## config.mk

```make
export PLATFORM = sky130hd
export DESIGN_NAME = seq_divider
export DESIGN_NICKNAME = d
export VERILOG_FILES = /design/src/rtl/seq_divider_pkg.sv /design/src/rtl/seq_divider_div_step.sv /design/src/rtl/seq_divider.sv
export SDC_FILE = /design/constraint.sdc
export NUM_CORES = 1
export LEC_CHECK = 0
export CORE_ASPECT_RATIO = 1.5
export CORE_MARGIN = 2
export CORE_UTILIZATION = 39
export CTS_CLUSTER_DIAMETER = 120
export DETAILED_ROUTE_END_ITERATION = 12
export RECOVER_POWER = 25
export SLEW_MARGIN = 10
export SYNTH_ARGS = -nofsm -noshare
export SYNTH_HDL_FRONTEND = slang
export SYNTH_SLANG_ARGS = --single-unit
```

## constraint.sdc

```tcl
create_clock -name clk -period 3.5 [get_ports clk]
set_clock_uncertainty 0.15 [all_clocks]
set_input_delay 0.7 -clock clk [delete_from_list [all_inputs] [get_ports clk]]
set_output_delay 0.7 -clock clk [all_outputs]
set_load 0.05 [all_outputs]
```

## src/rtl/seq_divider_pkg.sv

```systemverilog
// Shared definitions for the sequential restoring divider: FSM states,
// default operand width and the divide-by-zero quotient pattern.
package seq_divider_pkg;

    localparam int DEFAULT_WIDTH = 32;

    typedef enum logic [1:0] {
        IDLE = 2'd0,
        RUN  = 2'd1,
        DONE = 2'd2
    } state_e;

    localparam logic [DEFAULT_WIDTH-1:0] DIV0_QUOTIENT = '1;

endpackage : seq_divider_pkg

```

## src/rtl/seq_divider_div_step.sv

```systemverilog
// One restoring-division step: shift the partial remainder left with the
// next dividend bit, then subtract the divisor when it fits.
module div_step #(
    parameter int WIDTH = 32
) (
    input  logic [WIDTH:0]   i_rem,
    input  logic             i_bit,
    input  logic [WIDTH-1:0] i_divisor,
    output logic [WIDTH:0]   o_rem,
    output logic             o_qbit
);

    logic [WIDTH+1:0] w_shift;
    logic [WIDTH:0]   w_sub;
    logic             w_ge;

    // The full shifted value is compared so no bit of the incoming remainder is lost.
    assign w_shift = {i_rem, i_bit};
    assign w_ge    = (w_shift >= {2'b00, i_divisor});
    assign w_sub   = w_shift[WIDTH:0] - {1'b0, i_divisor};

    assign o_qbit = w_ge;
    assign o_rem  = w_ge ? w_sub : w_shift[WIDTH:0];

endmodule : div_step

```

## src/rtl/seq_divider.sv

```systemverilog
// Sequential unsigned divider: one quotient bit per cycle, MSB first, with a
// single-cycle shortcut for a zero divisor.
module seq_divider
    import seq_divider_pkg::*;
#(
    parameter int WIDTH = DEFAULT_WIDTH
) (
    input  logic             clk,
    input  logic             rst_n,
    input  logic             start,
    input  logic [WIDTH-1:0] dividend,
    input  logic [WIDTH-1:0] divisor,
    output logic             busy,
    output logic             done,
    output logic [WIDTH-1:0] quotient,
    output logic [WIDTH-1:0] remainder,
    output logic             div_by_zero,
    output logic             zero,
    output state_e           dbg_state
);

    localparam int CNT_W = $clog2(WIDTH) + 1;

    // Handshake: a request is taken on any rising edge where start = 1 and
    // busy = 0 (IDLE or DONE); start is ignored while busy. Results are valid
    // in the single cycle done = 1 and then held until the next accepted start.

    state_e           r_state;
    state_e           w_next_state;
    logic             w_accept;
    logic             w_last;
    logic             w_qbit;
    logic [WIDTH:0]   r_rem;
    logic [WIDTH:0]   w_step_rem;
    logic [WIDTH-1:0] r_quotient;
    logic [WIDTH-1:0] r_divisor;
    logic [CNT_W-1:0] r_cnt;
    logic             r_div_by_zero;

    // r_quotient doubles as the dividend shifter: dividend bits leave at the
    // MSB while quotient bits enter at the LSB.
    div_step #(
        .WIDTH (WIDTH)
    ) u_div_step (
        .i_rem     (r_rem),
        .i_bit     (r_quotient[WIDTH-1]),
        .i_divisor (r_divisor),
        .o_rem     (w_step_rem),
        .o_qbit    (w_qbit)
    );

    assign w_last = (r_cnt == CNT_W'(WIDTH - 1));

    always_ff @(posedge clk or negedge rst_n) begin
        if (!rst_n) begin
            r_state <= IDLE;
        end else begin
            r_state <= w_next_state;
        end
    end

    always_comb begin
        w_next_state = r_state;
        w_accept     = 1'b0;
        unique case (r_state)
            IDLE, DONE: begin
                if (r_state == DONE) begin
                    w_next_state = IDLE;
                end
                if (start) begin
                    w_accept     = 1'b1;
                    w_next_state = (divisor == '0) ? DONE : RUN;
                end
            end
            RUN: begin
                if (w_last) begin
                    w_next_state = DONE;
                end
            end
            default: w_next_state = IDLE;
        endcase
    end

    always_ff @(posedge clk or negedge rst_n) begin
        if (!rst_n) begin
            r_rem         <= '0;
            r_quotient    <= '0;
            r_divisor     <= '0;
            r_cnt         <= '0;
            r_div_by_zero <= 1'b0;
        end else if (w_accept) begin
            r_cnt <= '0;
            if (divisor == '0) begin
                r_quotient    <= {WIDTH{DIV0_QUOTIENT[0]}};
                r_rem         <= {1'b0, dividend};
                r_div_by_zero <= 1'b1;
            end else begin
                r_quotient    <= dividend;
                r_rem         <= '0;
                r_divisor     <= divisor;
                r_div_by_zero <= 1'b0;
            end
        end else if (r_state == RUN) begin
            r_rem      <= w_step_rem;
            r_quotient <= {r_quotient[WIDTH-2:0], w_qbit};
            r_cnt      <= r_cnt + CNT_W'(1);
        end
    end

    assign busy        = (r_state == RUN);
    assign done        = (r_state == DONE);
    assign quotient    = r_quotient;
    assign remainder   = r_rem[WIDTH-1:0];
    assign div_by_zero = r_div_by_zero;
    assign zero        = (r_quotient == '0);
    assign dbg_state   = r_state;

endmodule : seq_divider

```

==> results_dict.tcl <==
set metrics [dict create \
    status "finished, violations left" \
    violations "max-capacitance violations, max-slew violations" \
    worst-path-max-fanout 4 \
    tritoncts "done" \
    hold_class "reg -> reg" \
    wl_per_cell_um 19.5 \
    drc 0 \
    die_area_um2 19400 \
    cpPeakStageDelay_ns 0.82 \
    routed_wl_um 22100 \
    io_pins 137 \
    grt-ovfl-total 0 \
    fp.dieW_um 114 \
    fin_nets 1012 \
    syn_avg_cell_area_um2 8.69 \
    globalplace.congestion 0.904 \
    cts.clk_slew.worst_paths_ns 0.08 \
    portBuffers 136 \
    tightest_slew_ns 1.56 \
    fin_crit_ns 3.34 \
    fin_setup_tns_ns 0 \
    grt_usage_pct 23.2 \
    ys_types 71 \
    grt_max_degree 79 \
    cap_violations 1 \
    fin_crit_sh_pct 95.3 \
    clockRootBuffer "clkbuf_16" \
    synth-async-reset-ratio_pct 100 \
    crit_required_ns 2.65 \
    crit_chain "buf_4 > nor4_1 > nand4_1 > nor2_1 > clkdlybuf4s50_1" \
    firstDrtPassIters 5 \
    drive_gt1_share_pct 11.4 \
    area.sequential_um2 2650 \
    cp-start-kind "flop" \
    dp_hpwl_um 16700 \
    hold_viol_final 0 \
    slowest_stage "clkdlybuf4s50_1" \
    clk_latency_ns 0.35 \
    syn-num-nets 921 \
    numCtsBuffers 9 \
    synth-edff-count 0 \
    yosys_warnings 0 \
    core_um2 17900 \
    drv_slew 30 \
    clk_path_buf_depth 2 \
    ant_nets 0 \
    grt_antenna_before_repair 0 \
    crit_path_end_kind "output pin" \
    antennaDiodeCount 0 \
    worst_slew_margin_rel_pct -3.92 \
    fillerInstances 1728 \
    path_class "reg -> out" \
    start_util_pct 39.7 \
    setup_viol 0 \
    drtIter0Drc 465 \
    netlist_area_um2 7130 \
    die_h_um 170 \
    synthFlopType "dfrtp_1" \
    vias 6449 \
    areaGrowthSynthToFinish_pct 24.3 \
    worstPathArrival_ns 2.49 \
    multiInputGateArea_um2 3900 \
    htreeDepth 3 \
    via_per_inst 5.69 \
    yosysSeqAreaShare_pct 37.2 \
    ys_seq_elements 106 \
    rsz0062_at_grt "no" \
    grt_pass1_wl_um 35500 \
    num_rows 60 \
    synth_cells 820 \
    fmax_mhz 300 \
    clock_sinks 106 \
    grt_pass1_vias 6521 \
]
per-stage QoR:
stage               worst slack (ns)  hold slack (ns)  util (%)  cells  instance area (um2)
global route                 0.00547            0.359      49.4   1133                 8860
detailed placement             0.134            0.316      47.6   1116                 8540
finish                         0.163            0.336      49.4   1133                 8860
floorplan                      0.412            0.254         -    820                 7130
CTS                            0.108            0.128      49.3   1132                 8840
global placement               0.196            0.307      47.6   1116                 8540
synth_stat cells, types with 3 or more instances:
master | count | area [um2]
ha_1 | 33 | 413
o21ai_1 | 9 | 45.0
o31ai_1 | 8 | 60.1
mux2_2 | 32 | 360
o21bai_1 | 4 | 30.0
clkbuf_1 | 33 | 124
nor2_1 | 32 | 120
a21oi_1 | 51 | 255
nand2_1 | 128 | 480
a211oi_1 | 5 | 37.5
nand4_1 | 9 | 56.3
a221o_1 | 3 | 30.0
a31oi_1 | 40 | 250
nor3_1 | 41 | 205
a32oi_1 | 3 | 26.3
buf_1 | 3 | 11.3
nor2b_1 | 7 | 43.8
a21o_1 | 18 | 135
o21ai_0 | 35 | 175
nand2b_1 | 4 | 25.0
buf_6 | 4 | 45.0
dfrtp_1 | 106 | 2650
buf_2 | 7 | 35.0
a211oi_2 | 4 | 50.1
o21a_1 | 4 | 30.0
a22oi_1 | 5 | 37.5
nor4_1 | 17 | 106
xor2_1 | 10 | 87.6
xnor2_1 | 15 | 131
inv_1 | 37 | 139
mux2i_1 | 3 | 30.0
and3_1 | 3 | 18.8
or3_1 | 6 | 37.5
buf_4 | 34 | 255
o41ai_1 | 3 | 26.3
nand3_1 | 18 | 90.1
layer usage:
layer  track usage (%)  share of wire [%]  vias to the layer above
li1                  -                  -                     3098
met1              31.9                 44                     3131
met2              38.3                 49                      200
met3              3.29                5.4                       20
met4              5.78                1.5                        0
met5                 0                  0                        -
path summary, 6_finish.rpt:
kind / end / slack [ns] / from / cells past startpoint
min: div_by_zero / 0.34 / div_by_zero / 1
max in group asynchronous: r_rem[24] / 0.68 / rst_n / 2
max: zero / 0.16 / quotient[31] / 5
min reg2reg: div_by_zero / 0.34 / div_by_zero / 1
max reg2reg: r_rem[20] / 0.22 / quotient[31] / 13
min in group asynchronous: quotient[11] / 0.56 / rst_n / 1
cells by family after synthesis:
logic type	share of synthesized area, %
AND/OR/NAND/NOR	18.0
AO/OA/AOI/OAI	21.3
buffers and inverters	8.74
flip-flops	37.2
multiplexers	5.63
adder cells (fa/ha/maj)	6.07
XOR/XNOR	3.07
final cells by class:
class	count	share of cell area, %
clock buffer	9	2.54
sequential	106	29.9
clock inverter	7	0.861
timing repair buffer	163	18.0
tap	217	3.06
inverter	38	1.61
multi-input combinational	593	44.0
worst max-delay path, delay by kind of cell (launching register included):
kind / cells / cell delay, ns
buffers and inverters: 2 / 0.99
flip-flops: 1 / 0.39
AND/OR/NAND/NOR: 3 / 0.77
sequential cells by signal, indices dropped and copies added (netlist names):
| name | cells |
|---|---|
| quotient | 32 |
| div_by_zero | 1 |
| r_divisor | 32 |
| dbg_state | 2 |
| r_cnt | 6 |
| r_rem | 33 |
cell usage in the layout (no fill, tap or decap), drive strengths merged, types with 4 or more instances in the layout:
cell | Yosys | layout
a211oi | 9 | 9
a21o | 18 | 18
a21oi | 54 | 54
a22oi | 5 | 5
a31oi | 40 | 40
buf | 48 | 27
clkbuf | 35 | 11
clkdlybuf4s50 | 0 | 134
dfrtp | 106 | 106
ha | 33 | 33
inv | 37 | 41
mux2 | 33 | 33
nand2 | 129 | 129
nand2b | 4 | 4
nand3 | 18 | 18
nand4 | 9 | 9
nor2 | 32 | 32
nor2b | 8 | 8
nor3 | 41 | 41
nor4 | 17 | 17
o21a | 4 | 4
o21ai | 45 | 45
o21bai | 4 | 4
o31ai | 9 | 9
o41ai | 4 | 4
or3 | 6 | 6
xnor2 | 15 | 15
xor2 | 10 | 10
timing repair:
action,CTS,global route
hold buffers,0,0
endpoints found under the hold margin,0,0
buffers inserted,0,1
endpoints found under the setup margin,0,9
resized for setup,0,4
Power is not shown: default switching activity piles up to over one toggle a cycle in this logic, so the estimate is an artifact.
